==> config.mk <==
export PLATFORM = sky130hd
export DESIGN_NAME = chop_seq_mult_18x18
export DESIGN_NICKNAME = d
export VERILOG_FILES = /design/src/rtl/chop_seq_mult_18x18_pkg.sv /design/src/rtl/chop_seq_mult_18x18_core.sv /design/src/rtl/chop_seq_mult_18x18.sv
export SDC_FILE = /design/constraint.sdc
export NUM_CORES = 1
export LEC_CHECK = 0
export BUFFER_PORTS_ARGS = -buffer_cell sky130_fd_sc_hd__buf_2
export CAP_MARGIN = 20
export CORE_ASPECT_RATIO = 1.5
export CORE_UTILIZATION = 30
export DETAILED_ROUTE_END_ITERATION = 10
export GPL_TIMING_DRIVEN = 0
export MAX_ROUTING_LAYER = met4
export SYNTH_ARGS = -nofsm -noshare
export SYNTH_HDL_FRONTEND = slang
export SYNTH_SLANG_ARGS = --single-unit
==> constraint.sdc <==
create_clock -name clk -period 6.45 [get_ports clk]
set_input_delay 0.9675 -clock clk [delete_from_list [all_inputs] [get_ports clk]]
set_output_delay 0.9675 -clock clk [all_outputs]
set_load 0.005 [all_outputs]
==> src/rtl/chop_seq_mult_18x18_pkg.sv <==
// Shared constants, FSM encoding and chop-pair schedule for the sequential
// 18x18 multiplier built around a single 9x9 core.
package chop_seq_mult_18x18_pkg;

    localparam int CHOP      = 9;
    localparam int NUM_PAIRS = 4;
    localparam int A_WIDTH   = 2 * CHOP;
    localparam int B_WIDTH   = 2 * CHOP;
    localparam int P_WIDTH   = 2 * CHOP;
    localparam int C_WIDTH   = A_WIDTH + B_WIDTH;

    typedef enum logic [1:0] {
        ST_IDLE = 2'd0,
        ST_RUN  = 2'd1,
        ST_OUT  = 2'd2
    } state_t;

    // Pair schedule: p0=A0*B0, p1=A1*B0, p2=A0*B1, p3=A1*B1
    function automatic logic pair_a_idx(input logic [1:0] idx);
        return idx[0];
    endfunction

    function automatic logic pair_b_idx(input logic [1:0] idx);
        return idx[1];
    endfunction

    function automatic int unsigned pair_shift(input logic [1:0] idx);
        case (idx)
            2'd0:    return 0;
            2'd1:    return CHOP;
            2'd2:    return CHOP;
            default: return 2 * CHOP;
        endcase
    endfunction

endpackage

==> src/rtl/chop_seq_mult_18x18_core.sv <==
// Registered 9x9 multiplier with per-operand sign flags and 1-cycle latency.
// Half mode splits the core into two unsigned 4x4 products.
module chop_mult_9x9_core
    import chop_seq_mult_18x18_pkg::*;
(
    input  logic                 clk,
    input  logic                 reset,
    input  logic [CHOP-1:0]      a,
    input  logic [CHOP-1:0]      b,
    input  logic                 a_sign,
    input  logic                 b_sign,
    input  logic                 half_mode,
    output logic [P_WIDTH-1:0]   p
);

    logic signed [CHOP:0]        a_ext;
    logic signed [CHOP:0]        b_ext;
    logic signed [2*CHOP+1:0]    full_prod;
    logic [7:0]                  lo_prod;
    logic [7:0]                  hi_prod;
    logic [P_WIDTH-1:0]          p_d;
    logic [P_WIDTH-1:0]          p_q;

    always_comb begin
        a_ext     = {a[CHOP-1] & a_sign, a};
        b_ext     = {b[CHOP-1] & b_sign, b};
        full_prod = a_ext * b_ext;
        lo_prod   = a[3:0] * b[3:0];
        hi_prod   = a[7:4] * b[7:4];
        if (half_mode) begin
            p_d = {2'b00, hi_prod, lo_prod};
        end else begin
            p_d = full_prod[P_WIDTH-1:0];
        end
    end

    always_ff @(posedge clk) begin
        if (reset) begin
            p_q <= '0;
        end else begin
            p_q <= p_d;
        end
    end

    assign p = p_q;

endmodule

==> src/rtl/chop_seq_mult_18x18.sv <==
// Sequential 18x18 multiplier: four chop products through one 9x9 core,
// extended, shifted and accumulated into a 36-bit result.
module chop_seq_mult_18x18
    import chop_seq_mult_18x18_pkg::*;
(
    input  logic                 clk,
    input  logic                 reset,
    input  logic                 in_valid,
    output logic                 in_ready,
    input  logic [A_WIDTH-1:0]   A,
    input  logic [B_WIDTH-1:0]   B,
    input  logic                 A_sign,
    input  logic                 B_sign,
    output logic                 out_valid,
    input  logic                 out_ready,
    output logic [C_WIDTH-1:0]   C,
    output logic                 busy
);

    state_t               state_q, state_d;
    logic [2:0]           cnt_q, cnt_d;
    logic [A_WIDTH-1:0]   a_q, a_d;
    logic [B_WIDTH-1:0]   b_q, b_d;
    logic                 a_sign_q, a_sign_d;
    logic                 b_sign_q, b_sign_d;
    logic [C_WIDTH-1:0]   acc_q, acc_d;
    logic [C_WIDTH-1:0]   c_q, c_d;

    logic [1:0]           issue_idx;
    logic [1:0]           acc_idx;
    logic [CHOP-1:0]      core_a;
    logic [CHOP-1:0]      core_b;
    logic                 core_a_sign;
    logic                 core_b_sign;
    logic [P_WIDTH-1:0]   core_p;
    logic                 ext_signed;
    logic [C_WIDTH-1:0]   prod_ext;
    logic [C_WIDTH-1:0]   prod_shifted;
    logic [C_WIDTH-1:0]   acc_sum;
    logic                 accept;

    assign accept = (state_q == ST_IDLE) && in_valid;

    // Chop muxing: cnt selects the pair issued now; cnt-1 the pair whose
    // product is emerging from the core this cycle.
    always_comb begin
        issue_idx   = cnt_q[1:0];
        acc_idx     = 2'(cnt_q - 3'd1);
        core_a      = pair_a_idx(issue_idx) ? a_q[A_WIDTH-1:CHOP] : a_q[CHOP-1:0];
        core_b      = pair_b_idx(issue_idx) ? b_q[B_WIDTH-1:CHOP] : b_q[CHOP-1:0];
        core_a_sign = pair_a_idx(issue_idx) & a_sign_q;
        core_b_sign = pair_b_idx(issue_idx) & b_sign_q;
    end

    chop_mult_9x9_core u_core (
        .clk       (clk),
        .reset     (reset),
        .a         (core_a),
        .b         (core_b),
        .a_sign    (core_a_sign),
        .b_sign    (core_b_sign),
        .half_mode (1'b0),
        .p         (core_p)
    );

    always_comb begin
        ext_signed   = (pair_a_idx(acc_idx) & a_sign_q) | (pair_b_idx(acc_idx) & b_sign_q);
        prod_ext     = ext_signed ? {{(C_WIDTH-P_WIDTH){core_p[P_WIDTH-1]}}, core_p}
                                  : {{(C_WIDTH-P_WIDTH){1'b0}}, core_p};
        prod_shifted = prod_ext << pair_shift(acc_idx);
        acc_sum      = acc_q + prod_shifted;
    end

    always_ff @(posedge clk) begin
        if (reset) begin
            state_q  <= ST_IDLE;
            cnt_q    <= '0;
            a_q      <= '0;
            b_q      <= '0;
            a_sign_q <= 1'b0;
            b_sign_q <= 1'b0;
            acc_q    <= '0;
            c_q      <= '0;
        end else begin
            state_q  <= state_d;
            cnt_q    <= cnt_d;
            a_q      <= a_d;
            b_q      <= b_d;
            a_sign_q <= a_sign_d;
            b_sign_q <= b_sign_d;
            acc_q    <= acc_d;
            c_q      <= c_d;
        end
    end

    always_comb begin
        state_d = state_q;
        case (state_q)
            ST_IDLE: if (in_valid)         state_d = ST_RUN;
            ST_RUN:  if (cnt_q == 3'd4)    state_d = ST_OUT;
            ST_OUT:  if (out_ready)        state_d = ST_IDLE;
            default:                       state_d = ST_IDLE;
        endcase
    end

    always_comb begin
        cnt_d    = cnt_q;
        a_d      = a_q;
        b_d      = b_q;
        a_sign_d = a_sign_q;
        b_sign_d = b_sign_q;
        acc_d    = acc_q;
        c_d      = c_q;
        if (accept) begin
            a_d      = A;
            b_d      = B;
            a_sign_d = A_sign;
            b_sign_d = B_sign;
            acc_d    = '0;
            cnt_d    = '0;
        end else if (state_q == ST_RUN) begin
            cnt_d = cnt_q + 3'd1;
            if (cnt_q != 3'd0) begin
                acc_d = acc_sum;
            end
            if (cnt_q == 3'd4) begin
                c_d = acc_sum;
            end
        end
    end

    always_comb begin
        in_ready  = (state_q == ST_IDLE);
        out_valid = (state_q == ST_OUT);
        busy      = (state_q == ST_RUN) || (state_q == ST_OUT);
        C         = c_q;
    end

endmodule

==> summary.md <==
| Metric | Value |
|---|---|
| Int Pwr | `0.00176 W` |
| Initial DRC count | `596` |
| RSZ-0062 raised after global routing | `true` |
| DRT antenna net count | `0` |
| Initial antenna violation count | `0` |
| Final Hold Viols | `0` |
| Row cnt | `85` |
| CP dominant cell by count | `fa_1` |
| Yosys reg bits | `133` |
| Crit-path slowest cell | `fa_1` |
| Clk sinks | `133` |
| Crit. End Element | `flop` |
| Run status | `finished clean` |
| Post-CTS Hold Fix Bufs | `0` |
| Ys async rst share | `0` |
| Met2 WL post-DR | `around 18 mm` |
| Starting Density | `0.305` |
| Sequential fraction of design power | `0.315` |
| Routability cong. | `0.973` |
| Final HPWL DP | `~27 mm` |
| Clock period minus worst slack | `6.19 ns` |
| Area Growth Syn to Fin | `14.8%` |
| CTS root buffer | `clkbuf_16` |
| Number of synthesized flops with an enable pin | `0` |
| Post-route DRC | `0` |
| H-tree depth | `4` |
| Total Power | `0.00301 W` |
| Port Buffer Count | `80` |
| Worst-path maximum fanout | `10` |
| Hold WC Path Type | `reg2reg` |
| Psw | `about 0.0013 W` |
| Post-Syn Nets | `1,580` |
| Max-cap violations | `0` |
| Share of cells above drive strength 1 | `0.112` |
| First-pass GRT wire length | `52.8 mm` |
| Share of the synthesized area in the top cell type | `0.242` |
| CP startpoint kind | `flop` |
| CTS tree | `yes` |
| Final Slew Violations | `0` |
| Post-route clock period utilization | `0.960` |
| Via density | `around 4.9` |
| DR WL/cell | `16.8 um` |
| Synth top area cells | `dfxtp_1 (24%), fa_1 (15%), ha_1 (9.8%), nand2_1 (7.9%), a21oi_1 (6.5%)` |
| Die ar. | `37,500 um2` |
| Mean Syn Cell Area | `8.04 um2` |
| Die X | `158 um` |
| Synth Flop Type | `dfxtp_1` |
| Detailed-router iteration count before antenna repair | `5` |
| Met3 routed WL | `988 um` |
| Clock network power share | `0.309` |
| Highest routed layer | `met4` |
| Cells after synthesis | `about 1,400` |
| VDD IR-drop max | `0.190 mV` |
| Arrival @ worst endpoint | `~6.5 ns` |
| Area leader, netlist | `dfxtp_1` |
| Reg clk slew, reported paths | `about 0.07 ns` |
| Worst skew pair latency | `0.45 ns` |
| Clock buffer depth | `2` |
| Largest net degree at the start of global routing | `17` |
| Slew HR | `0.313` |
| Hold_sp | `C[4]` |
| WS Path Type | `reg2reg` |
| CP max stage delay | `0.54 ns` |
| Worst Skew | `0.0126 ns` |
| Die height | `237 um` |
| Worst Tran Pin Value | `1.02 ns` |
| CTS buffer count | `17` |
| Pleak | `approximately 5.6 nW` |
| Setup violators final | `0` |
| Critical Path RT | `between 6 and 7 ns` |
| Sequential fraction of the synthesis area | `0.242` |
| Ys Warns | `0` |
| Final WL | `32.9 mm` |
| IO Count | `81` |
| Post-synthesis cell type count | `a little under 70` |
| Antenna diode count | `0` |
| Combinational Power Share | `0.377` |
| Pwr dens | `238 nW/um2` |
| Worst r2r src | `cnt_q[0]` |
| WL met1 | `12.3 mm` |
| Syn Std Cell Area | `11,000 um2` |
| Vias | `9,687` |
| Switching part of the total | `0.415` |
| CP Cell Sequence | `buf_2 > clkbuf_4 > buf_6 > mux2i_4 > nor2_1 > fa_1 > fa_1 > inv_1 > fa_1 > inv_1 > fa_1 > inv_1 > fa_1 > inv_1 > ha_1 > or3_1 > o21ai_0 > o31ai_1 > o41ai_2 > o21ai_1 > xnor2_1 > nor2_1` |
| Sum Neg Setup Slack | `0 ns` |
| GRT Total Usage | `0.192` |
| Fmax | `162 MHz` |
| NumNets Final | `1,679` |
| # Post-CTS Setup Buffers | `0` |
| Vias in the first global route | `10,200` |
| CP startpoint | `cnt_q[0]` |
| Post-synth top cells | `nand2_1 (231), a21oi_1 (143), dfxtp_1 (133)` |
| Core ar. | `36,100 um2` |
| Top-count cell post-synth | `nand2_1` |
| Gr ovfl total | `0` |
==> stage by stage <==
stage	setup WS, ns	cells	util	hold WS [ns]	area [um2]
5_1_grt	-0.0445	1959	0.351	0.469	12600
3_5_place_dp	-0.476	1927	0.333	0.443	12000
6_report	0.260	1959	0.351	0.449	12600
3_3_place_gp	-0.412	1927	0.333	0.439	12000
2_1_floorplan	0.557	1369	-	0.427	11000
4_1_cts	0.0172	1959	0.350	0.453	12600
==> cell families after synthesis <==
| kind of cell | after synthesis | synth area share |
|---|---|---|
| AOI/OAI and AO/OA | 292 | 0.168 |
| muxes | 40 | 0.0383 |
| DFF | 133 | 0.242 |
| and+or+nand+nor | 501 | 0.200 |
| adders and majority gates | 169 | 0.249 |
| xor gates and xnor gates | 46 | 0.0366 |
| buffers and inverters | 188 | 0.0662 |
==> worst max-delay path, delay by kind of cell, from the launching register on <==
| kind | cells | cell delay, ns |
|---|---|---|
| muxes | 1 | 0.37 |
| and+or+nand+nor | 3 | 0.51 |
| buffers and inverters | 7 | 0.96 |
| DFF | 1 | 0.33 |
| adders and majority gates | 6 | 2.86 |
| xor gates and xnor gates | 1 | 0.18 |
| AOI/OAI and AO/OA | 4 | 0.82 |
==> worst paths after layout <==
| kind | slack (ns) | cells after the start | endpoint |
|---|---|---|---|
| worst max-delay path | 0.26 | 22 | u_core.p[17] |
| worst min-delay path | 0.45 | 2 | C[4] |
| worst max register to register | 0.26 | 22 | u_core.p[17] |
| worst min register to register | 0.45 | 2 | C[4] |
==> area by class of cell <==
class / instances / area [um2]
well taps: 478 / 598
inverters: 126 / 473
fillers: 3791 / 23400
plain buffers: 62 / 267
clock buffers: 17 / 425
multi-input cells: 1048 / 7690
clock inverters: 15 / 119
repair buffers: 80 / 400
flip-flops and latches: 133 / 2660
==> power groups by stage <==
stage          Clock (W)  Combinational [W]  Sequential, W
6_report        0.000929            0.00113       0.000948
5_1_grt         0.000978            0.00127       0.000956
4_1_cts         0.000945            0.00113       0.000946
3_5_place_dp           0            0.00111       0.000960
3_3_place_gp           0            0.00111       0.000958
2_1_floorplan          0           0.000783       0.000938
==> metal layers <==
| metal | vias to the layer above | GRT usage |
|---|---|---|
| met2 | 231 | 0.356 |
| met4 | 0 | 0.109 |
| met5 | - | - |
| met3 | 93 | 0.0264 |
| met1 | 4580 | 0.186 |
| li1 | 4783 | - |
==> registers in the layout, summed over array words and instances, names as in the netlist <==
signal / cells
acc_q: 36
b_q: 18
a_q: 18
state_q: 2
C: 36
u_core.p: 18
cnt_q: 3
a_sign_q: 1
b_sign_q: 1
==> cell usage in the layout, fill, tap and decap left out, drive strengths merged, types with 4 or more instances in the layout <==
cell type | netlist | layout
a211o | 6 | 6
ha | 86 | 86
nand3b | 11 | 11
o311ai | 4 | 4
o31ai | 8 | 8
nand2b | 11 | 11
o21a | 11 | 11
nand4 | 5 | 5
nor3b | 4 | 4
or3 | 16 | 16
nor3 | 21 | 21
buf | 17 | 95
mux2 | 14 | 14
o211ai | 8 | 8
and2 | 12 | 12
clkbuf | 45 | 64
and3 | 9 | 9
o21ai | 44 | 44
a21o | 27 | 27
mux2i | 26 | 26
a31oi | 4 | 4
a211oi | 9 | 9
or2 | 5 | 5
a21boi | 4 | 4
inv | 126 | 134
nand3 | 28 | 28
xor2 | 11 | 11
o21bai | 5 | 5
nor2b | 9 | 9
clkinv | 0 | 4
fa | 83 | 83
a21oi | 143 | 143
dfxtp | 133 | 133
xnor2 | 35 | 35
nor2 | 133 | 133
nand2 | 231 | 231
==> timing repair <==
item / CTS / global route
gates resized for setup: 11 / 8
cloned: 0 / 0
setup endpoints to repair: 9 / 6
No activity file was read; power rests on OpenSTA's default activity.
